**config.mk**
```make
export PLATFORM = sky130hd
export DESIGN_NAME = ball_motion_flat
export DESIGN_NICKNAME = d
export VERILOG_FILES = /design/src/rtl/pong_pkg.sv /design/src/rtl/ball_motion_if.sv /design/src/rtl/tick_edge_sync.sv /design/src/rtl/ball_motion.sv /design/src/flat_wrapper.sv
export SDC_FILE = /design/constraint.sdc
export NUM_CORES = 1
export LEC_CHECK = 0
export CORE_AREA = 5 5 87 89
export CTS_CLUSTER_DIAMETER = 150
export DETAILED_ROUTE_END_ITERATION = 16
export DIE_AREA = 0 0 92 94
export MAX_ROUTING_LAYER = met4
export PLACE_DENSITY = 0.72
export SETUP_SLACK_MARGIN = 0.3
export SLEW_MARGIN = 20
export SYNTH_ARGS = -nofsm -noshare
export SYNTH_HDL_FRONTEND = slang
export SYNTH_HIERARCHICAL = 1
export SYNTH_SLANG_ARGS = --single-unit
```
**constraint.sdc**
```tcl
create_clock -name clk -period 2.9 [get_ports clk]
set_input_delay 0.435 -clock clk [delete_from_list [all_inputs] [get_ports clk]]
set_output_delay 0.435 -clock clk [all_outputs]
set_load 0.01 [all_outputs]
```
**src/rtl/pong_pkg.sv**
```systemverilog
// Shared PONG geometry, coordinate width and ball FSM state encodings.
// Used by the ball datapath, its bus interface and anything that draws the ball.
package pong_pkg;

  localparam int P_W        = 10;
  localparam int H_ACTIVE   = 640;
  localparam int V_ACTIVE   = 480;
  localparam int BALL_SIZE  = 8;
  localparam int PADDLE_H   = 64;
  localparam int PADDLE_W   = 8;
  localparam int PADDLE_X_L = 16;
  localparam int PADDLE_X_R = 616;

  // Serve position and the columns/rows where the ball is tested against walls and paddles.
  localparam logic [P_W-1:0] CX      = P_W'((H_ACTIVE - BALL_SIZE) / 2);
  localparam logic [P_W-1:0] CY      = P_W'((V_ACTIVE - BALL_SIZE) / 2);
  localparam logic [P_W-1:0] X_L_HIT = P_W'(PADDLE_X_L + PADDLE_W);
  localparam logic [P_W-1:0] X_R_HIT = P_W'(PADDLE_X_R - BALL_SIZE);
  localparam logic [P_W-1:0] X_MAX   = P_W'(H_ACTIVE - BALL_SIZE);
  localparam logic [P_W-1:0] Y_MAX   = P_W'(V_ACTIVE - BALL_SIZE);

  typedef enum logic [1:0] {
    S_IDLE = 2'd0,
    S_RUN  = 2'd1,
    S_MISS = 2'd2
  } ball_state_e;

  // Vertical overlap of ball and paddle; one extra bit so the sums cannot wrap.
  function automatic logic overlap(input logic [P_W-1:0] y, input logic [P_W-1:0] py);
    logic [P_W:0] ball_bot;
    logic [P_W:0] pad_bot;
    ball_bot = {1'b0, y} + (P_W+1)'(BALL_SIZE);
    pad_bot  = {1'b0, py} + (P_W+1)'(PADDLE_H);
    return (ball_bot > {1'b0, py}) && ({1'b0, y} < pad_bot);
  endfunction

endpackage

```
**src/rtl/ball_motion_if.sv**
```systemverilog
// Bus between game control (master) and the ball mover (slave), plus the ball FSM debug state.
// serve is a bare 1-clk request with no ready: the slave acts on it only in IDLE and drops it otherwise.
interface ball_motion_if;
  import pong_pkg::*;

  logic           clk_ball;
  logic           serve;
  logic           serve_dir_right;
  logic [P_W-1:0] paddle_l_y;
  logic [P_W-1:0] paddle_r_y;
  logic [P_W-1:0] ball_x;
  logic [P_W-1:0] ball_y;
  logic           ball_active;
  logic           hit;
  logic           miss_l;
  logic           miss_r;
  ball_state_e    dbg_state;

  modport master (
    output clk_ball, serve, serve_dir_right, paddle_l_y, paddle_r_y,
    input  ball_x, ball_y, ball_active, hit, miss_l, miss_r, dbg_state
  );

  modport slave (
    input  clk_ball, serve, serve_dir_right, paddle_l_y, paddle_r_y,
    output ball_x, ball_y, ball_active, hit, miss_l, miss_r, dbg_state
  );

endinterface

```
**src/rtl/tick_edge_sync.sv**
```systemverilog
// Synchronises a slow square-wave tick into clk and emits a 1-clk pulse per rising edge.
// The pulse is registered, so a consumer acts on the third clk edge after the tick is first sampled high.
module tick_edge_sync (
  input  logic clk,
  input  logic reset_n,
  input  logic tick_in,
  output logic step
);

  logic s1_q, s2_q, s3_q, step_q;

  always_ff @(posedge clk or negedge reset_n) begin
    if (!reset_n) begin
      s1_q   <= 1'b0;
      s2_q   <= 1'b0;
      s3_q   <= 1'b0;
      step_q <= 1'b0;
    end else begin
      s1_q   <= tick_in;
      s2_q   <= s1_q;
      s3_q   <= s2_q;
      step_q <= s2_q & ~s3_q;
    end
  end

  assign step = step_q;

endmodule

```
**src/rtl/ball_motion.sv**
```systemverilog
// PONG ball mover: one pixel per clk_ball tick, wall/paddle bounces, miss reporting.
// FSM IDLE -> RUN -> MISS -> IDLE; ball parked at centre outside RUN.
module ball_motion
  import pong_pkg::*;
(
  input  logic         clk,
  input  logic         reset_n,
  ball_motion_if.slave bus
);

  logic           step;
  ball_state_e    state_q, state_d;
  logic [P_W-1:0] x_q, x_d, y_q, y_d;
  logic           dx_neg_q, dx_neg_d, dy_neg_q, dy_neg_d;
  logic           hit_q, hit_d, miss_l_q, miss_l_d, miss_r_q, miss_r_d;
  logic           active_q;
  logic           ovl_l, ovl_r;

  tick_edge_sync u_tick (
    .clk     (clk),
    .reset_n (reset_n),
    .tick_in (bus.clk_ball),
    .step    (step)
  );

  assign ovl_l = overlap(y_q, bus.paddle_l_y);
  assign ovl_r = overlap(y_q, bus.paddle_r_y);

  always_comb begin
    state_d  = state_q;
    x_d      = x_q;
    y_d      = y_q;
    dx_neg_d = dx_neg_q;
    dy_neg_d = dy_neg_q;
    hit_d    = 1'b0;
    miss_l_d = 1'b0;
    miss_r_d = 1'b0;
    case (state_q)
      S_IDLE: begin
        x_d = CX;
        y_d = CY;
        if (bus.serve) begin
          state_d  = S_RUN;
          dx_neg_d = ~bus.serve_dir_right;
          dy_neg_d = 1'b0;
        end
      end
      S_RUN: begin
        if (step) begin
          // Axes are independent: both can bounce on the same step.
          if (dy_neg_q && y_q == '0) begin
            dy_neg_d = 1'b0;
            y_d      = P_W'(1);
          end else if (!dy_neg_q && y_q == Y_MAX) begin
            dy_neg_d = 1'b1;
            y_d      = Y_MAX - P_W'(1);
          end else begin
            y_d = dy_neg_q ? y_q - P_W'(1) : y_q + P_W'(1);
          end
          if (dx_neg_q && x_q == X_L_HIT && ovl_l) begin
            dx_neg_d = 1'b0;
            x_d      = X_L_HIT + P_W'(1);
            hit_d    = 1'b1;
          end else if (dx_neg_q && x_q == '0) begin
            state_d  = S_MISS;
            miss_l_d = 1'b1;
          end else if (!dx_neg_q && x_q == X_R_HIT && ovl_r) begin
            dx_neg_d = 1'b1;
            x_d      = X_R_HIT - P_W'(1);
            hit_d    = 1'b1;
          end else if (!dx_neg_q && x_q == X_MAX) begin
            state_d  = S_MISS;
            miss_r_d = 1'b1;
          end else begin
            x_d = dx_neg_q ? x_q - P_W'(1) : x_q + P_W'(1);
          end
          if (state_d == S_MISS) begin
            x_d = CX;
            y_d = CY;
          end
        end
      end
      S_MISS: begin
        state_d = S_IDLE;
        x_d     = CX;
        y_d     = CY;
      end
      default: state_d = S_IDLE;
    endcase
  end

  always_ff @(posedge clk or negedge reset_n) begin
    if (!reset_n) begin
      state_q  <= S_IDLE;
      x_q      <= CX;
      y_q      <= CY;
      dx_neg_q <= 1'b0;
      dy_neg_q <= 1'b0;
      active_q <= 1'b0;
    end else begin
      state_q  <= state_d;
      x_q      <= x_d;
      y_q      <= y_d;
      dx_neg_q <= dx_neg_d;
      dy_neg_q <= dy_neg_d;
      active_q <= (state_d == S_RUN);
    end
  end

  always_ff @(posedge clk or negedge reset_n) begin
    if (!reset_n) begin
      hit_q    <= 1'b0;
      miss_l_q <= 1'b0;
      miss_r_q <= 1'b0;
    end else begin
      hit_q    <= hit_d;
      miss_l_q <= miss_l_d;
      miss_r_q <= miss_r_d;
    end
  end

  assign bus.ball_x      = x_q;
  assign bus.ball_y      = y_q;
  assign bus.ball_active = active_q;
  assign bus.hit         = hit_q;
  assign bus.miss_l      = miss_l_q;
  assign bus.miss_r      = miss_r_q;
  assign bus.dbg_state   = state_q;

endmodule
```
**src/flat_wrapper.sv**
```systemverilog
// flat-port wrapper written by rule: the top's interface ports become plain ports
module ball_motion_flat import pong_pkg::*;
  (clk, reset_n, bus_clk_ball, bus_serve, bus_serve_dir_right, bus_paddle_l_y, bus_paddle_r_y, bus_ball_x, bus_ball_y, bus_ball_active, bus_hit, bus_miss_l, bus_miss_r, bus_dbg_state);
  ball_motion_if bus_i ();
  input  logic clk;
  input  logic reset_n;
  input wire logic [$bits(bus_i.clk_ball)-1:0] bus_clk_ball;
  input wire logic [$bits(bus_i.serve)-1:0] bus_serve;
  input wire logic [$bits(bus_i.serve_dir_right)-1:0] bus_serve_dir_right;
  input wire logic [$bits(bus_i.paddle_l_y)-1:0] bus_paddle_l_y;
  input wire logic [$bits(bus_i.paddle_r_y)-1:0] bus_paddle_r_y;
  output wire logic [$bits(bus_i.ball_x)-1:0] bus_ball_x;
  output wire logic [$bits(bus_i.ball_y)-1:0] bus_ball_y;
  output wire logic [$bits(bus_i.ball_active)-1:0] bus_ball_active;
  output wire logic [$bits(bus_i.hit)-1:0] bus_hit;
  output wire logic [$bits(bus_i.miss_l)-1:0] bus_miss_l;
  output wire logic [$bits(bus_i.miss_r)-1:0] bus_miss_r;
  output wire logic [$bits(bus_i.dbg_state)-1:0] bus_dbg_state;
  assign bus_i.clk_ball = bus_clk_ball;
  assign bus_i.serve = bus_serve;
  assign bus_i.serve_dir_right = bus_serve_dir_right;
  assign bus_i.paddle_l_y = bus_paddle_l_y;
  assign bus_i.paddle_r_y = bus_paddle_r_y;
  assign bus_ball_x = bus_i.ball_x;
  assign bus_ball_y = bus_i.ball_y;
  assign bus_ball_active = bus_i.ball_active;
  assign bus_hit = bus_i.hit;
  assign bus_miss_l = bus_i.miss_l;
  assign bus_miss_r = bus_i.miss_r;
  assign bus_dbg_state = bus_i.dbg_state;
  ball_motion u_core (.clk(clk), .reset_n(reset_n), .bus(bus_i));
endmodule
```
==> summary.md <==
| Metric | Value |
|---|---|
| Outcome | `finished, final reports clean` |
| Post-synth EDFFs | `0` |
| Final hold vios | `0` |
| Synth warn | `6` |
| Routed vias/inst | `5.830` |
| Drt total wl | `8.645 mm` |
| Syn_nets | `438` |
| Pin count of the biggest net entering global routing | `33` |
| Synth area leaders | `ha_1, dfrtp_1, dfstp_2` |
| Final setup fails | `0` |
| Data required time at the worst endpoint | `3.12 ns` |
| Clk network pwr share | `11.4%` |
| Detailed router's first-iteration violation count | `138` |
| PwrDens | `863.5 nW/um2` |
| Crit path max fanout | `7` |
| # port buffers | `50` |
| Final worst path period need | `2.799 ns` |
| Max Buffers Root-to-Sink | `2` |
| Pre-CTS setup slack | `-0.04037 ns` |
| Share of layout cells above drive strength 1 | `19.46%` |
| Wire length of the first global-routing pass | `14.21 mm` |
| Gr ovfl total | `0` |
| Drt first pass iters | `4` |
| Slew @ Worst Pin | `0.6303 ns` |
| Clock Latency Late Sink | `0.28 ns` |
| Netlist Area Pre-Place | `3134 um2` |
| Maximum vdd drop | `0.0005378 V` |
| Post-Syn Area per Cell | `8.755 um2` |
| Top-count cell post-synth | `ha_1` |
| Hold Crit Class | `reg2reg` |
| Commonest cells post-synth | `ha_1, inv_1, a21oi_1` |
| Worst EP arrival | `3.01 ns` |
| Die Footprint | `8648 um2` |
| Post-synthesis register bit count | `32` |
| Crit Path Class | `reg2reg` |
| Layout area overhead | `36.33%` |
| RSZ-0062 raised after global routing | `yes` |
| Post-synth cell types | `60` |
| Relative slew slack | `57.83%` |
| Final setup skew | `0.009531 ns` |
| Nets | `521` |
| Die Y | `94 um` |
| Hold WS | `0.3846 ns` |
| CP Capture Type | `register` |
| Async SR Flop Fraction | `100.0%` |
| Seq/Total Area, Yosys | `25.95%` |
| Total GRT Usage | `20.60%` |
| Top cell type's share of synthesized area | `21.16%` |
| N_diodes | `0` |
| Placer Congestion | `0.8644` |
| # H-tree levels | `2` |
| Fin. max-slew vios | `0` |
| Internal power | `2143 uW` |
| Leak | `0.001953 uW` |
| Starting Density | `46.91%` |
| Clock Tree Root | `clkbuf_8` |
| TritonCTS clock tree | `yes` |
| Cells after Synth | `358` |
| # rows | `30` |
| DP HPWL | `6.470 mm` |
| Io pins | `51` |
| Wire length on met2 | `4.379 mm` |
| DR WL met3 | `244 um` |
| Sw frac | `41.92%` |
| Period utilisation layout | `96.51%` |
| Seq pwr share | `21.3%` |
| Clock transition at the registers of the reported paths | `0.07 ns` |
| Highest routed metal layer | `met4` |
| Logic pwr share | `67.3%` |
| Core area | `6681 um2` |
| Critical path startpoint category | `register` |
| Initial antenna violation count | `0` |
| Die X | `92 um` |
| Switching pwr | `1547 uW` |
| DRT met1 WL | `3.815 mm` |
| Vias in the first global route | `3,032` |
| Post-route setup slack | `0.1012 ns` |
| Routed len/inst | `16.56 um` |
| Vias | `3,043` |
| MaxCap Viol Count | `0` |
| Clock Sinks | `32` |
| Ys flop type | `dfrtp_1` |
| Fmax | `357.3 MHz` |
| Number of remaining DRC errors | `0` |
| Total Power | `3689 uW` |
| Area leader, netlist | `ha_1` |
| CTS Buf Count | `5` |
| Antenna-violating nets left | `0` |
## layout make-up
class	count	area (um2)
clock buffer	5	68.82
clock inverter	3	42.54
fill	541	2409
inverter	35	136.4
multi-input combinational	286	2351
sequential	32	814.5
tap	80	100.1
timing repair buffer	81	759.5
## critical path, cell delays in order (launching register included)
cell,delay [ns]
dfstp_2,0.57
and3_4,0.22
nand3_2,0.13
xnor2_4,0.18
ha_1,0.36
nand3_2,0.14
nor3_2,0.22
a21o_1,0.11
a41o_1,0.12
a22o_1,0.20
buf_6,0.15
a21boi_2,0.06
o32a_1,0.28
## cells in the final DEF, fill, tap and decap left out, types with 5 or more instances in the layout
master	instances
a211oi_1	5
ha_1	49
o21ai_0	14
clkbuf_8	5
buf_6	7
a21o_1	9
o21a_1	5
xnor2_1	13
xor2_1	6
nor3_1	6
nand4_1	9
clkdlybuf4s50_1	50
nor2_1	22
buf_4	24
dfstp_2	10
a21oi_1	23
dfrtp_1	21
nand2_1	20
inv_1	34
nand3_1	13
## cells by family (layout without fill, tap and decap cells)
kind of cell	Yosys count	in the layout	share of synthesized area [%]
simple gates	109	109	18.04
compound gates	94	94	20.20
fa+ha+maj	55	55	22.44
buf+inv	40	124	5.270
flops	32	32	25.95
xor+xnor	23	23	6.427
mux	5	5	1.677
## power by group through the flow
stage	logic (uW)	clock network, uW	registers, uW
3_5_place_dp	2150	0	786
6_report	2480	420	785
5_1_grt	2740	448	807
2_1_floorplan	1320	0	838
4_1_cts	2390	431	783
3_3_place_gp	2100	0	780
## path summary, 6_finish.rpt
check	from	endpoint	slack, ns	cells after the start
worst max-delay path	u_core/bus.ball_y[6]$_DFFE_PN1P_	u_core/bus.ball_x[2]$_DFFE_PN1P_	0.10	12
worst min-delay path	u_core/u_tick/s1_q$_DFF_PN0_	u_core/u_tick/s2_q$_DFF_PN0_	0.38	0
worst max register to register	u_core/bus.ball_y[6]$_DFFE_PN1P_	u_core/bus.ball_x[2]$_DFFE_PN1P_	0.10	12
worst min register to register	u_core/u_tick/s1_q$_DFF_PN0_	u_core/u_tick/s2_q$_DFF_PN0_	0.38	0
max in group asynchronous	reset_n	u_core/bus.ball_y[7]$_DFFE_PN1P_	2.02	2
min in group asynchronous	reset_n	u_core/u_tick/s3_q$_DFF_PN0_	0.54	2
## layer usage
layer	global-route usage, %	up-vias
met5	-	-
met4	7.673	0
met3	2.163	19
met2	34.91	62
met1	25.53	1478
li1	-	1484
## through the flow
stage / utilization [%] / TNS (ns) / cells / instance area, um2
6_report: 63.95 / 0 / 522 / 4273
5_1_grt: 63.95 / 0 / 522 / 4273
4_1_cts: 62.87 / 0 / 521 / 4200
3_5_place_dp: 58.02 / -0.08177 / 505 / 3876
3_3_place_gp: 58.02 / 0 / 505 / 3876
2_1_floorplan: - / 0 / 358 / 3146
## timing repair
action                                  4_1_cts  5_1_grt
hold buffers                                  0        0
setup buffers                                 7        1
endpoints found under the setup margin       11       11
resized for setup                            30       12
pin swaps                                    17       18
cloned                                        1        0
(Power assumes the default switching activity.)
